`src/rtl/mwc_pkg.sv`:
```
// Shared definitions for the microwave-range controller.
//   ST_*        : state encodings
//   mwc_state_e : FSM state type used by microwave_ctrl
package mwc_pkg;

  localparam logic [1:0] ST_IDLE  = 2'd0;
  localparam logic [1:0] ST_RUN   = 2'd1;
  localparam logic [1:0] ST_PAUSE = 2'd2;
  localparam logic [1:0] ST_DONE  = 2'd3;

  typedef enum logic [1:0] {
    S_IDLE  = ST_IDLE,
    S_RUN   = ST_RUN,
    S_PAUSE = ST_PAUSE,
    S_DONE  = ST_DONE
  } mwc_state_e;

endpackage

```
`src/rtl/mwc_duty.sv`:
```
// Magnetron duty-cycle generator.
//   clk  : clock
//   rst  : async active-low reset
//   en   : counting enable (controller in RUN)
//   lvl  : latched power level
//   on   : duty output; high for lvl of every 2**LVL_W clocks, always high at max lvl
module mwc_duty #(
  parameter int LVL_W = 2
) (
  input  logic             clk,
  input  logic             rst,
  input  logic             en,
  input  logic [LVL_W-1:0] lvl,
  output logic             on
);

  logic [LVL_W-1:0] cnt_q;

  // The count is only observable while en is high, and every entry into RUN
  // restarts the duty period at 0; parking the counter at 0 outside RUN gives
  // exactly that without a separate clear input.
  always_ff @(posedge clk or negedge rst) begin
    if (!rst)    cnt_q <= '0;
    else if (en) cnt_q <= cnt_q + 1'b1;
    else         cnt_q <= '0;
  end

  assign on = en & ((&lvl) | (cnt_q < lvl));

endmodule

```
`src/rtl/microwave_ctrl.sv`:
```
// Microwave-range controller: latches cook time and power level, counts the
// cook time down on the tick strobe, duty-cycles the magnetron, and supports
// door interlock, pause/resume, cancel and a timed done indication.
//   clk, rst         : clock, async active-low reset
//   tick             : one-clock time-base strobe
//   start/stop       : start-resume / pause-cancel requests
//   door_open        : interlock, 1 = open (gates p combinationally)
//   tin, plvl        : cook time and power level, sampled on an accepted start
//   p                : magnetron enable
//   busy/done/remain : RUN-or-PAUSE, DONE, remaining ticks
// Build option: define ADD_TIME_EN to let start in RUN add tin to the
// remaining time (saturating); otherwise start in RUN is ignored.
import mwc_pkg::*;

module microwave_ctrl #(
  parameter int TIME_W     = 4,
  parameter int LVL_W      = 2,
  parameter int DONE_TICKS = 3
) (
  input  logic              clk,
  input  logic              rst,
  input  logic              tick,
  input  logic              start,
  input  logic              stop,
  input  logic              door_open,
  input  logic [TIME_W-1:0] tin,
  input  logic [LVL_W-1:0]  plvl,
  output logic              p,
  output logic              busy,
  output logic              done,
  output logic [TIME_W-1:0] remain
);

  localparam int DW = (DONE_TICKS > 1) ? $clog2(DONE_TICKS) : 1;
  localparam logic [DW-1:0] DLAST = DW'(DONE_TICKS - 1);

  mwc_state_e        state_q;
  logic [TIME_W-1:0] remain_q;
  logic [LVL_W-1:0]  plvl_q;
  logic [DW-1:0]     dcnt_q;
  logic              busy_q, done_q;
  logic              start_ok, duty_on;

  // A fresh cook needs a closed door and a non-zero time.
  assign start_ok = start & ~door_open & (tin != '0);

`ifdef ADD_TIME_EN
  logic [TIME_W:0]   sum;
  logic [TIME_W-1:0] remain_sat;
  assign sum        = {1'b0, remain_q} + {1'b0, tin};
  assign remain_sat = sum[TIME_W] ? {TIME_W{1'b1}} : sum[TIME_W-1:0];
`endif

  always_ff @(posedge clk or negedge rst) begin
    if (!rst) begin
      state_q  <= S_IDLE;
      remain_q <= '0;
      plvl_q   <= '0;
      dcnt_q   <= '0;
      busy_q   <= 1'b0;
      done_q   <= 1'b0;
    end else begin
      case (state_q)
        S_IDLE, S_DONE: begin
          if (state_q == S_DONE && stop) begin
            state_q <= S_IDLE;
            done_q  <= 1'b0;
          end else if (start_ok) begin
            state_q  <= S_RUN;
            remain_q <= tin;
            plvl_q   <= plvl;
            dcnt_q   <= '0;
            busy_q   <= 1'b1;
            done_q   <= 1'b0;
          end else if (state_q == S_DONE && tick) begin
            if (dcnt_q == DLAST) begin
              state_q <= S_IDLE;
              done_q  <= 1'b0;
            end else begin
              dcnt_q <= dcnt_q + 1'b1;
            end
          end
        end
        S_RUN: begin
          // Door and stop win over everything; a coincident tick is dropped.
          if (door_open || stop) begin
            state_q <= S_PAUSE;
`ifdef ADD_TIME_EN
          end else if (start && tin != '0) begin
            remain_q <= remain_sat;
`endif
          end else if (tick) begin
            if (remain_q == TIME_W'(1)) begin
              remain_q <= '0;
              state_q  <= S_DONE;
              dcnt_q   <= '0;
              busy_q   <= 1'b0;
              done_q   <= 1'b1;
            end else if (remain_q != '0) begin
              remain_q <= remain_q - 1'b1;
            end
          end
        end
        S_PAUSE: begin
          if (stop) begin
            state_q  <= S_IDLE;
            remain_q <= '0;
            busy_q   <= 1'b0;
          end else if (start && !door_open) begin
            state_q <= S_RUN;
          end
        end
        default: state_q <= S_IDLE;
      endcase
    end
  end

  mwc_duty #(.LVL_W(LVL_W)) u_duty (
    .clk (clk),
    .rst (rst),
    .en  (state_q == S_RUN),
    .lvl (plvl_q),
    .on  (duty_on)
  );

  // Door gating is deliberately combinational so the magnetron drops in the
  // same cycle the door opens.
  assign p      = duty_on & ~door_open;
  assign busy   = busy_q;
  assign done   = done_q;
  assign remain = remain_q;

endmodule

```
`config.mk`:
```
export PLATFORM = sky130hd
export DESIGN_NAME = microwave_ctrl
export DESIGN_NICKNAME = d
export VERILOG_FILES = /design/src/rtl/mwc_pkg.sv /design/src/rtl/mwc_duty.sv /design/src/rtl/microwave_ctrl.sv
export SDC_FILE = /design/constraint.sdc
export NUM_CORES = 1
export LEC_CHECK = 0
export BUFFER_PORTS_ARGS = -buffer_cell sky130_fd_sc_hd__buf_2
export CAP_MARGIN = 20
export CELL_PAD_IN_SITES_DETAIL_PLACEMENT = 1
export CELL_PAD_IN_SITES_GLOBAL_PLACEMENT = 2
export CORE_UTILIZATION = 32
export DETAILED_ROUTE_END_ITERATION = 6
export GPL_ROUTABILITY_DRIVEN = 0
export GPL_TIMING_DRIVEN = 0
export HOLD_SLACK_MARGIN = 0.06
export PLACE_DENSITY = 0.81
export REMOVE_ABC_BUFFERS = 1
export SKIP_CTS_REPAIR_TIMING = 1
export SYNTH_ARGS = -nofsm -noshare
export SYNTH_HDL_FRONTEND = slang
export SYNTH_SLANG_ARGS = --single-unit
```
`constraint.sdc`:
```
create_clock -name clk -period 2.6 [get_ports clk]
set_input_delay 0.52 -clock clk [delete_from_list [all_inputs] [get_ports clk]]
set_output_delay 0.52 -clock clk [all_outputs]
set_load 0.005 [all_outputs]
```
### After elaboration in Yosys (flattened, before gate mapping)

Cells that the tools add are included.

* logic and storage cells: 96
* bits in writable memories: 0
* memories: 0
* memory bits (read-only): 0
* bits in registers: 14
* bits in latches: 0
* output and inout bits: 7
* input bits: 12

* add/subtract/negate cells: 3
* mux-type cells: 42
* $lt $le $gt $ge: 1
* reductions and logical operators: 17
* eq/ne operators: 19
* div/mod/pow operators: 0
* $mul: 0
* shift-type cells: 0
* bitwise logic cells: 7

Operators with widths (number)
* 2-bit 2-to-1 mux: 17
* 4-bit 2-to-1 mux: 7
* 3-bit != test (second input constant): 6
* 6-bit AND reduction: 3
* 1-bit 2-to-1 mux: 13
* 2-bit != test (second input constant): 6
* 4-bit case mux with 3 select lines: 1
* 4-bit != test (second input constant): 2
* 4-bit nonzero test: 2
* 7-bit AND reduction: 1
* 2-bit equality test (second input constant): 3
* 2-bit case mux with 3 select lines: 1
* 5-bit AND reduction: 1
* 2-bit by 1-bit adder with 2-bit output (second input constant): 2
* 1-bit AND: 4
* 4-bit by 1-bit equality test with 1-bit output (second input constant): 1
* 2-bit case mux with 2 select lines: 1
* 4-bit by 1-bit subtractor with 4-bit output (second input constant): 1
* 1-bit logical AND: 3
* 1-bit case mux with 3 select lines: 1
* 3-bit AND reduction: 1
* 2-bit by 1-bit equality test with 1-bit output (second input constant): 1
* 2-bit logical NOT: 1
* 2-bit < comparator: 1
* 8 further kinds: 9

### Logic depth before layout (Yosys ltp)

* depth after elaboration: 6
* depth in mapped cells: 8
* depth with buffers taken out: 7

### Cells and area by module

From an unflattened synthesis, not the netlist that was laid out.

* cells, all modules: 103
* area total of the unflattened synthesis: 948.4 µm²

Modules (own cells, without submodules)
* microwave_ctrl: instances 1, seq. area each 300.3 µm², cells each 92, area each 839.6 µm²
* mwc_duty: instances 1, seq. area each 50.0 µm², cells each 11, area each 108.9 µm²

### Least setup slack after synthesis

Ideal clock, no wire load.

* kind: register -> register
* start: reg remain_q[1] (netlist: remain[1])
* end: reg dcnt_q[0]
* setup slack: 0.669 ns
* library setup time: 0.128 ns
* path buffers: 0
* required time: 2.472 ns
* clock period less this slack: 1.931 ns
* cell stages (with the launch flop): 8
* data arrival time: 1.803 ns
* path through: dfrtp_1 > inv_1 > ha_1 > or3b_1 > mux2_4 > a21oi_2 > o21ai_2 > mux2_1

* word-level cells in the longest chain between the ends: 3

RTL lines
* start: declaration: line microwave_ctrl.sv:38 `logic [TIME_W-1:0] remain_q;`
* start signal: assignment: line microwave_ctrl.sv:70 `remain_q <= tin;`
* start signal: assignment: line microwave_ctrl.sv:100 `remain_q <= remain_q - 1'b1;`
* 4-bit by 1-bit equality test with 1-bit output: line microwave_ctrl.sv:93 `if (remain_q == TIME_W'(1)) begin`
* 2-bit != test (no source line)
* 7-bit AND reduction (no source line)
* end signal: assignment: line microwave_ctrl.sv:80 `dcnt_q <= dcnt_q + 1'b1;`
* end: declaration: line microwave_ctrl.sv:40 `logic [DW-1:0] dcnt_q;`

No other way between the ends.
A chain may end at the register's enable or synchronous reset.

### Final worst setup path

* start: reg state_q[1]
* end: out p

* word-level cells in the longest chain between the ends: 3

RTL lines
* start: declaration: line microwave_ctrl.sv:37 `mwc_state_e state_q;`
* start signal: assignment: line microwave_ctrl.sv:56 `state_q <= S_IDLE;`
* start signal: assignment: line microwave_ctrl.sv:66 `state_q <= S_IDLE;`
* start signal: assignment: line microwave_ctrl.sv:69 `state_q <= S_RUN;`
* 2-bit by 1-bit equality test with 1-bit output: line microwave_ctrl.sv:121 `.en (state_q == S_RUN),`
* named net u_duty.en: line mwc_duty.sv:12 `input logic en,`
* 1-bit AND: line mwc_duty.sv:28 `assign on = en & ((&lvl) | (cnt_q < lvl));`
* 1-bit AND: line microwave_ctrl.sv:128 `assign p = duty_on & ~door_open;`
* end: declaration: line microwave_ctrl.sv:28 `output logic p,`

The timed path passes the listed nets, and every way through them passes these cells.

==> impl_metrics.json <==
{
  "outcome": "completed",
  "synth_warnings": 0,
  "antenna_found_initial": 0,
  "yosysSeqAreaShare_pct": 37.74,
  "start_util_pct": 33.67,
  "busiest_layer": "met2",
  "drv_slew": 0,
  "num_antenna_cells": 0,
  "max_freq_mhz": 432.9,
  "num_vias": 790,
  "use_met2_pct": 25.82,
  "r2r-end": "dcnt_q[1]",
  "reg2reg_slack_ns": 0.48,
  "p_clk_share_pct": 12.0,
  "powerDensity_nw_per_um2": 1238,
  "reg2reg_from": "state_q[0]",
  "crit_type": "flop to output port",
  "final_common_cell": "buf_2",
  "drv_cap": 0,
  "hpwlAfterDp_um": 1737,
  "synth.distinct_cells": 32,
  "drive_gt1_share_pct": 28.70,
  "cts_buffer_depth": 2,
  "arrival_ns": 1.79,
  "die_y_um": 55.86,
  "grtUsageMet1_pct": 19.03,
  "numPortBuffers": 18,
  "h-tree-depth": 1,
  "avgViaCountPerCell": 5.411,
  "hold_path.class": "input pin to asynchronous set/reset pin",
  "cts_root_buf": "clkbuf_4",
  "finalNetCount": 135,
  "reg2reg_depth": 7,
  "crit_required_ns": 2.08,
  "rows": 19,
  "cts-buffers-inserted": 3,
  "timing.final.ws_setup_ns": 0.2898,
  "grt_pass1_vias": 802,
  "dr.pass1.iters": 5,
  "antenna_left": 0,
  "wl_um": 2188,
  "grt_pass1_wl_um": 3643,
  "fillers": 334,
  "hold_viol_final": 0,
  "io_pins": 19,
  "ys_ff_latch": 14,
  "tritoncts": "done",
  "worst_slew_pin_slew_ns": 0.4819,
  "drt_iter0_markers": 6,
  "drc": 0,
  "synth_area_sq_um": 928.4,
  "rsz0062_at_grt": "no",
  "p_seq_share_pct": 30.3,
  "internal-power_mw": 0.7713,
  "clock-sinks": 14,
  "grt_usage_pct": 14.91,
  "core_area_sq_um": 2758,
  "met3_usage_pct": 2.093,
  "period_share_pct": 88.85,
  "comb_power_share_pct": 57.7,
  "power.leakage_nw": 0.5297,
  "critPathMaxFanout": 14,
  "end_kind": "output port",
  "layout-area-overhead-vs-synth_pct": 16.44,
  "insertion_delay_ns": 0.28,
  "clk_pin_slew_ns": 0.09,
  "skew_ns": 0.002927,
  "dpl_worst_slack_ns": 0.4711,
  "grt_max_degree": 15,
  "syn_inst": 95,
  "die_x_um": 55.86,
  "p_sw_mw": 0.5675,
  "vdd_drop_max_uv": 588.4,
  "fin_crit_ns": 2.310,
  "relSlewSlack_pct": 67.87,
  "setup_viol": 0,
  "grt.overflow.total": 0,
  "postSynthAreaPerCell_sq_um": 9.773,
  "switching_share_pct": 42.39,
  "die-area_sq_um": 3120,
  "routedWlPerCell_um": 14.99,
  "most-common-layout-cells": "buf_2, dfrtp_1, a21oi_1",
  "start_kind": "flop",
  "fin_setup_tns_ns": 0
}
power by group through the flow:
stage	logic (mW)	clock network, mW	registers, mW
5_1_grt	0.871	0.173	0.422
3_3_place_gp	0.755	0	0.407
4_1_cts	0.789	0.166	0.409
3_5_place_dp	0.782	0	0.414
6_report	0.772	0.161	0.406
2_1_floorplan	0.582	0	0.396
state kept, by name, summed over array words and instances (netlist names):
signal / cells
done: 1
dcnt_q: 2
u_duty.cnt_q: 2
state_q: 2
plvl_q: 2
busy: 1
remain: 4
layer usage:
layer,routed length (um),share of wire (%)
met5,0,0
met4,17,0.78
met3,92,4.2
met2,1044,48
met1,1033,47
cells by family after synthesis:
| family | after synthesis | share of synthesized area, % |
|---|---|---|
| fa+ha+maj | 7 | 9.434 |
| xor+xnor | 1 | 0.9436 |
| compound gates | 24 | 16.71 |
| mux | 10 | 12.67 |
| flops | 14 | 37.74 |
| buf+inv | 10 | 4.582 |
| simple gates | 29 | 17.93 |
critical path: stages, from the launching register on:
cell	delay, ns
dfrtp_1	0.42
inv_1	0.07
ha_1	0.44
nor2b_1	0.30
nor2b_1	0.16
buf_2	0.11
worst max path at each step:
stage | startpoint | endpoint | slack [ns] | cells after the start
floorplan | remain[1] | dcnt_q[0] | 0.67 | 7
global placement | state_q[1] | state_q[0] | 0.51 | 6
detailed placement | state_q[1] | state_q[0] | 0.47 | 6
CTS | state_q[1] | p | 0.25 | 5
global route | state_q[1] | p | 0.12 | 5
finish | state_q[1] | p | 0.29 | 5
Yosys cell counts (all sizes together):
library cell / number / area share [%]
xor2: 1 / 0.94
mux2i: 2 / 2.2
a21boi: 1 / 0.81
nand3: 5 / 2.7
and3: 1 / 0.67
o2bb2ai: 2 / 1.9
nand3b: 1 / 0.81
or2: 1 / 0.67
nor4: 1 / 0.67
nor2b: 3 / 2.0
or3b: 2 / 1.9
nor2: 3 / 1.2
a21o: 1 / 0.81
and2: 1 / 0.67
buf: 2 / 1.3
a221o: 1 / 1.1
nand2b: 2 / 1.3
nor3b: 3 / 2.4
a21oi: 11 / 6.7
nor3: 3 / 1.6
dfrtp: 14 / 38
ha: 7 / 9.4
inv: 8 / 3.2
a22oi: 1 / 0.81
mux2: 8 / 11
o21ai: 7 / 4.6
nand2: 3 / 1.2
per-stage QoR:
stage | power [mW] | area, sq um | hold slack [ns] | cells | utilization [%]
after global routing | 1.467 | 1081 | 0.1434 | 146 | 39.20
final | 1.339 | 1081 | 0.1262 | 146 | 39.20
after floorplan | 0.9781 | 915.9 | 0.2244 | 93 | -
after detailed placement | 1.196 | 1045 | 0.4495 | 142 | 37.89
after CTS | 1.364 | 1081 | 0.1341 | 146 | 39.20
after global placement | 1.163 | 1045 | 0.4355 | 142 | 37.89
area by class of cell:
cell class / instances / area, sq um / share of cell area, %
multi-input combinational: 71 / 535.5 / 49.54
inverter: 8 / 30.03 / 2.778
timing repair buffer: 18 / 90.09 / 8.333
sequential: 14 / 350.3 / 32.41
clock buffer: 4 / 36.28 / 3.356
tap: 31 / 38.79 / 3.588
Power figures use the tool's default switching activity.
